[src/rtl/serial_comparator.sv]
// Bit-serial magnitude comparator; done and flags appear 1 cycle after the WIDTH-th accepted pair.
// Backpressure: bit_ready is high only in SHIFT, bit_valid=0 stalls indefinitely without losing state.
module serial_comparator #(
    parameter int WIDTH     = 8,
    parameter bit MSB_FIRST = 1'b1
) (
    input  logic clk,
    input  logic rst_n,
    input  logic start,
    input  logic bit_valid,
    input  logic a_bit,
    input  logic b_bit,
    output logic bit_ready,
    output logic busy,
    output logic done,
    output logic AgreaterB,
    output logic AlessB,
    output logic AequalB
);
    localparam int CW = $clog2(WIDTH);

    typedef enum logic [1:0] {IDLE, SHIFT, DONE} state_t;

    state_t        state_q;
    logic [CW-1:0] cnt_q;
    logic          dec_q;
    logic          gt_q;
    logic          pend_q;
    logic          ready_q;
    logic          done_q;
    logic          gt_flag_q;
    logic          lt_flag_q;
    logic          eq_flag_q;

    logic          dec_d;
    logic          gt_d;
    logic          last_bit;

    // MSB-first keeps the first difference; LSB-first lets each later difference overwrite.
    always_comb begin
        dec_d = dec_q;
        gt_d  = gt_q;
        if ((a_bit != b_bit) && (!MSB_FIRST || !dec_q)) begin
            dec_d = 1'b1;
            gt_d  = a_bit;
        end
    end

    assign last_bit = (cnt_q == CW'(WIDTH - 1));

    always_ff @(posedge clk or negedge rst_n) begin
        if (!rst_n) begin
            state_q   <= IDLE;
            cnt_q     <= '0;
            dec_q     <= 1'b0;
            gt_q      <= 1'b0;
            pend_q    <= 1'b0;
            ready_q   <= 1'b0;
            done_q    <= 1'b0;
            gt_flag_q <= 1'b0;
            lt_flag_q <= 1'b0;
            eq_flag_q <= 1'b0;
        end else begin
            done_q <= 1'b0;
            case (state_q)
                IDLE: begin
                    if (start || pend_q) begin
                        state_q   <= SHIFT;
                        ready_q   <= 1'b1;
                        cnt_q     <= '0;
                        dec_q     <= 1'b0;
                        gt_q      <= 1'b0;
                        pend_q    <= 1'b0;
                        gt_flag_q <= 1'b0;
                        lt_flag_q <= 1'b0;
                        eq_flag_q <= 1'b0;
                    end
                end
                SHIFT: begin
                    if (start) begin
                        cnt_q <= '0;
                        dec_q <= 1'b0;
                        gt_q  <= 1'b0;
                    end else if (bit_valid) begin
                        dec_q <= dec_d;
                        gt_q  <= gt_d;
                        if (last_bit) begin
                            // Flags load together with done so they are valid during the DONE cycle.
                            state_q   <= DONE;
                            ready_q   <= 1'b0;
                            done_q    <= 1'b1;
                            gt_flag_q <= dec_d & gt_d;
                            lt_flag_q <= dec_d & ~gt_d;
                            eq_flag_q <= ~dec_d;
                        end else begin
                            cnt_q <= cnt_q + 1'b1;
                        end
                    end
                end
                DONE: begin
                    state_q <= IDLE;
                    pend_q  <= start;
                end
                default: state_q <= IDLE;
            endcase
        end
    end

    assign bit_ready = ready_q;
    assign busy      = ready_q;
    assign done      = done_q;
    assign AgreaterB = gt_flag_q;
    assign AlessB    = lt_flag_q;
    assign AequalB   = eq_flag_q;
endmodule
[config.mk]
export PLATFORM = sky130hd
export DESIGN_NAME = serial_comparator
export DESIGN_NICKNAME = d
export VERILOG_FILES = /design/src/rtl/serial_comparator.sv
export SDC_FILE = /design/constraint.sdc
export NUM_CORES = 1
export LEC_CHECK = 0
export ABC_AREA = 1
export CORE_MARGIN = 2
export CORE_UTILIZATION = 40
export DETAILED_ROUTE_END_ITERATION = 10
export MAX_ROUTING_LAYER = met4
export PLACE_DENSITY = 0.76
export SYNTH_ARGS = -nofsm -noshare
export SYNTH_HDL_FRONTEND = slang
export SYNTH_SLANG_ARGS = --single-unit
export TNS_END_PERCENT = 10
[constraint.sdc]
create_clock -name clk -period 1.6 [get_ports clk]
set_input_delay 0.48 -clock clk [delete_from_list [all_inputs] [get_ports clk]]
set_output_delay 0.48 -clock clk [all_outputs]
set_load 0.01 [all_outputs]
# ---- After elaboration in Yosys (flattened, before gate mapping)
# Cells that the tools add are included.
dict set report op_classes {
  eq_ne 10
  order_cmp 0
  muxes 41
  n_mul 0
  shifts 0
  n_bitwise 4
  n_reduce_logical 11
  div 0
  add_sub_neg 1
}
# op n
set ops {}
lappend ops {{2-to-1 mux 1 bit} 24}
lappend ops {{one-hot mux 1 bit (2 select lines)} 7}
lappend ops {{2-to-1 mux 3 bit} 4}
lappend ops {{2-to-1 mux 2 bit} 4}
lappend ops {{inequality test 2 bit, second input constant} 4}
lappend ops {{AND reduction 4 bit} 2}
lappend ops {{inequality test 3 bit, second input constant} 2}
lappend ops {{one-hot mux 3 bit (2 select lines)} 1}
lappend ops {{AND reduction 5 bit} 1}
lappend ops {{one-hot mux 2 bit (2 select lines)} 1}
lappend ops {{nonzero test 2 bit} 2}
lappend ops {{adder 3 x 1 -> 3 bit, second input constant} 1}
lappend ops {{== test 3 bit, second input constant} 1}
lappend ops {{AND reduction 3 bit} 1}
lappend ops {{bitwise AND 1 bit} 2}
lappend ops {{== test 2 x 1 -> 1 bit, second input constant} 1}
lappend ops {{== test 2 bit, second input constant} 1}
lappend ops {{zero test 2 bit} 1}
lappend ops {{NOT 1 bit} 2}
lappend ops {{AND reduction 2 bit} 1}
lappend ops {{logical AND 1 bit} 1}
lappend ops {{zero test 1 bit} 1}
lappend ops {{logical OR 1 bit} 1}
lappend ops {{inequality test 1 bit} 1}
dict set report word_totals {
  reg_bits 13
  romBits 0
  wordCells 77
  latch_bits 0
  memories 0
  input_bits 6
  mem_bits_rw 0
}

# ---- Longest topological paths before layout
dict set report depth {
  ltp_word 9
  mapped_depth 8
  mapped_depth_nobuf 8
}

# ---- Worst setup path before layout
# Ideal clock, no wire load.
dict set report synth_path {
  path_type {register -> register}
  from {register cnt_q[0]}
  to {register gt_flag_q (netlist: AgreaterB)}
  t_arrival_ns 1.102
  path_buffers 0
  path_stages_with_launch 9
  path_slack_ns 0.382
  synth_period_minus_slack_ns 1.218
  path_cell_list {dfrtp_1 ha_1 ha_1 nand2_1 nor2_1 nand2_2 nor2_2 nand2_1 nand2_1}
}
dict set report synth_between {
  elab_chain_len 3
}
# item line
set synth_rtl {}
lappend synth_rtl {{start, declared} 25} ;# logic [CW-1:0] cnt_q;
lappend synth_rtl {{start signal, assigned} 96} ;# cnt_q <= cnt_q + 1'b1;
lappend synth_rtl {{== test 3 bit} 49} ;# assign last_bit = (cnt_q == CW'(WIDTH - 1));
lappend synth_rtl {{inequality test 2 bit (no line)} --}
lappend synth_rtl {{AND reduction 5 bit (no line)} --}
lappend synth_rtl {{end signal, assigned} 92} ;# gt_flag_q <= dec_d & gt_d;
lappend synth_rtl {{end, declared} 31} ;# logic gt_flag_q;
# Every way passes these cells.
# A chain may end at the register's enable or synchronous reset.

# ---- Worst setup path in the final report
dict set report layout_path {
  from {register ready_q (netlist: bit_ready)}
  to {output port busy}
}
# item line
set layout_lines {}
lappend layout_lines {{start, declared} 29} ;# logic ready_q;
lappend layout_lines {{start signal, assigned} 58} ;# ready_q <= 1'b0;
lappend layout_lines {{start signal, assigned} 69} ;# ready_q <= 1'b1;
lappend layout_lines {{start signal, assigned} 90} ;# ready_q <= 1'b0;
lappend layout_lines {{end, declared} 14} ;# output logic busy,
# No word-level cell between the ends.

==> flow_summary.json <==
{
  "status": "completed",
  "cp_num_buf_inv": 1,
  "tns_ps": 0,
  "cpPeakStageDelay_ps": 390,
  "rsz0062_at_grt": "no",
  "worst_pin_slew_ps": 214,
  "grtUsageTotal_pct": 14.5,
  "ys_warn_count": 0,
  "cp_slowest_cell": "dfrtp_1",
  "die_x_um": 44.1,
  "grt_max_degree": 14,
  "drv_slew": 0,
  "core_mm2": 0.00151,
  "post-route-drc-count": 0,
  "cts.root.buffer_cell": "clkbuf_4",
  "critPathLaunchType": "register",
  "first_iter_violations": 7,
  "avgSynthCellArea_um2": 8.04,
  "dp_slack_ps": -98.2,
  "layout_common_cells": "25 x nand2_1, 13 x dfrtp_1, 13 x inv_1",
  "place_hpwl_um": 933,
  "insertion_delay_ps": 280,
  "power_frac_seq_pct": 46.1,
  "p_sw_mw": 0.358,
  "syn_area_um2": 643,
  "synth.area.top_cells": "dfrtp_1 51%, nand2_1 15%, inv_1 7.6%, nand3_1 5.4%, ha_1 3.9%",
  "yosys.area.top_type": "dfrtp_1",
  "cp_top_family": "flip-flops",
  "clock-sinks": 13,
  "synth_seq_area_share_pct": 50.6,
  "grt_pass1_vias": 498,
  "finalSetupViolCount": 0,
  "maxCapViolCount": 0,
  "gr-total-overflow": 0,
  "cts_setup_buffers": 0,
  "layout_setup_ws_ps": 170,
  "cp_cell_sequence": "dlygate4sd2_1",
  "critPathKind": "register to output port",
  "clockPowerShare_pct": 19.8,
  "postSynthNetCount": 88,
  "hold_buffers": 0,
  "p_int_mw": 0.663,
  "clk_pin_slew_ps": 80,
  "numPortBuffers": 11,
  "ys_ff_latch": 13,
  "fp-row-count": 14,
  "crit_required_ps": 1120,
  "grt_pass1_wl_um": 1920,
  "initial_core_util_pct": 42.7,
  "io_pins": 12,
  "swShare_pct": 35.1,
  "skew_ps": 2.24,
  "fp.dieArea_mm2": 0.00194,
  "fmax_ghz": 0.699,
  "wl_per_cell_um": 10.4,
  "die_height_um": 44.1,
  "drt_pass1_iterations": 4,
  "finalCriticalPeriod_ps": 1430,
  "grt_antenna_before_repair": 0,
  "area_growth_pct": 26.7,
  "hold_violations": 0,
  "clock_path_buffers": 2,
  "syn_inst": 80,
  "synth_top_area_share_pct": 50.6,
  "p_per_area_mw_per_mm2": 1250,
  "end_kind": "output port",
  "cts_buffers": 3,
  "synthDistinctLibCells": 14,
  "hp-class": "register to register",
  "cts.htree.levels": 1,
  "worst-path-max-fanout": 3,
  "routed_via_density": 4.78,
  "routed_wl_um": 1190,
  "num_vias": 545,
  "finalNetCount": 107,
  "p_leak_nw": 0.483,
  "drive_above_1_share_pct": 14.3,
  "diodes": 0,
  "ant_nets": 0,
  "layout_commonest_cell": "nand2_1",
  "ir_worst_vdd_mv": 0.474,
  "arrival_ps": 950,
  "power_frac_comb_pct": 34.1,
  "period_share_pct": 89.4,
  "cts_tree": "yes",
  "gp_congestion": 0.894,
  "slew_headroom_pct": 85.7
}
==> cell usage after synthesis <==
cell type / n
nand4_1: 1
nor2_2: 2
nor3_2: 1
o21ai_0: 4
inv_1: 13
nor2_1: 4
nand2_1: 25
nand3_2: 1
nand3_1: 7
ha_1: 2
a21oi_1: 3
dfrtp_1: 13
buf_4: 1
nand2_2: 3
==> metrics by stage <==
step	hold WS, ps	instances	power (mW)	util [%]	instance area (um^2)
2_1_floorplan	184	80	0.712	-	643
3_3_place_gp	467	110	0.835	52.8	796
3_5_place_dp	476	110	0.852	52.8	796
4_1_cts	494	114	1.03	54.1	815
5_1_grt	507	114	1.11	54.1	815
6_report	490	114	1.02	54.1	815
==> kinds of logic (layout without fill, tap and decap cells) <==
kind of cell,Yosys count,count (layout),synth area share [%]
simple gates,44,44,31.3
buf+inv,14,32,8.76
flops,13,13,50.6
compound gates,7,7,5.45
fa+ha+maj,2,2,3.89
==> worst paths after layout <==
path	cells past startpoint	slack [ps]	from	to
worst max-delay path	1	170	bit_ready	busy
worst min-delay path	2	490	gt_q	gt_q
worst max register to register	8	210	cnt_q[0]	AgreaterB
worst min register to register	2	490	gt_q	gt_q
max in group asynchronous	2	940	rst_n	state_q[1]
min in group asynchronous	2	500	rst_n	dec_q
==> power by group through the flow <==
stage / registers [mW] / logic [mW] / clock network, mW
2_1_floorplan: 0.477 / 0.236 / 0
3_3_place_gp: 0.476 / 0.359 / 0
3_5_place_dp: 0.478 / 0.374 / 0
4_1_cts: 0.471 / 0.354 / 0.207
5_1_grt: 0.483 / 0.406 / 0.225
6_report: 0.471 / 0.348 / 0.202
==> state kept, by name, indices dropped and copies added (netlist names) <==
register	cells
dec_q	1
AgreaterB	1
gt_q	1
bit_ready	1
done	1
pend_q	1
AequalB	1
state_q	2
AlessB	1
cnt_q	3
==> repair_timing <==
| action | 4_1_cts | 5_1_grt |
|---|---|---|
| resized for setup | 6 | 0 |
| hold endpoints to repair | 0 | 0 |
| endpoints found under the setup margin | 6 | 0 |
==> metal layers <==
metal	track usage, %	wire length (um)	vias up
li1	-	-	284
met1	16.6	515	242
met2	22.6	562	14
met3	3.67	78	5
met4	9.09	34	0
met5	-	0	-
==> final cells by class <==
type	count	area, um^2
repair buffers	15	133
well taps	16	20.0
inverters	13	48.8
flip-flops and latches	13	325
multi-input cells	53	262
clock buffers	4	26.3
fillers	147	692
No activity file was read; power rests on OpenSTA's default activity.
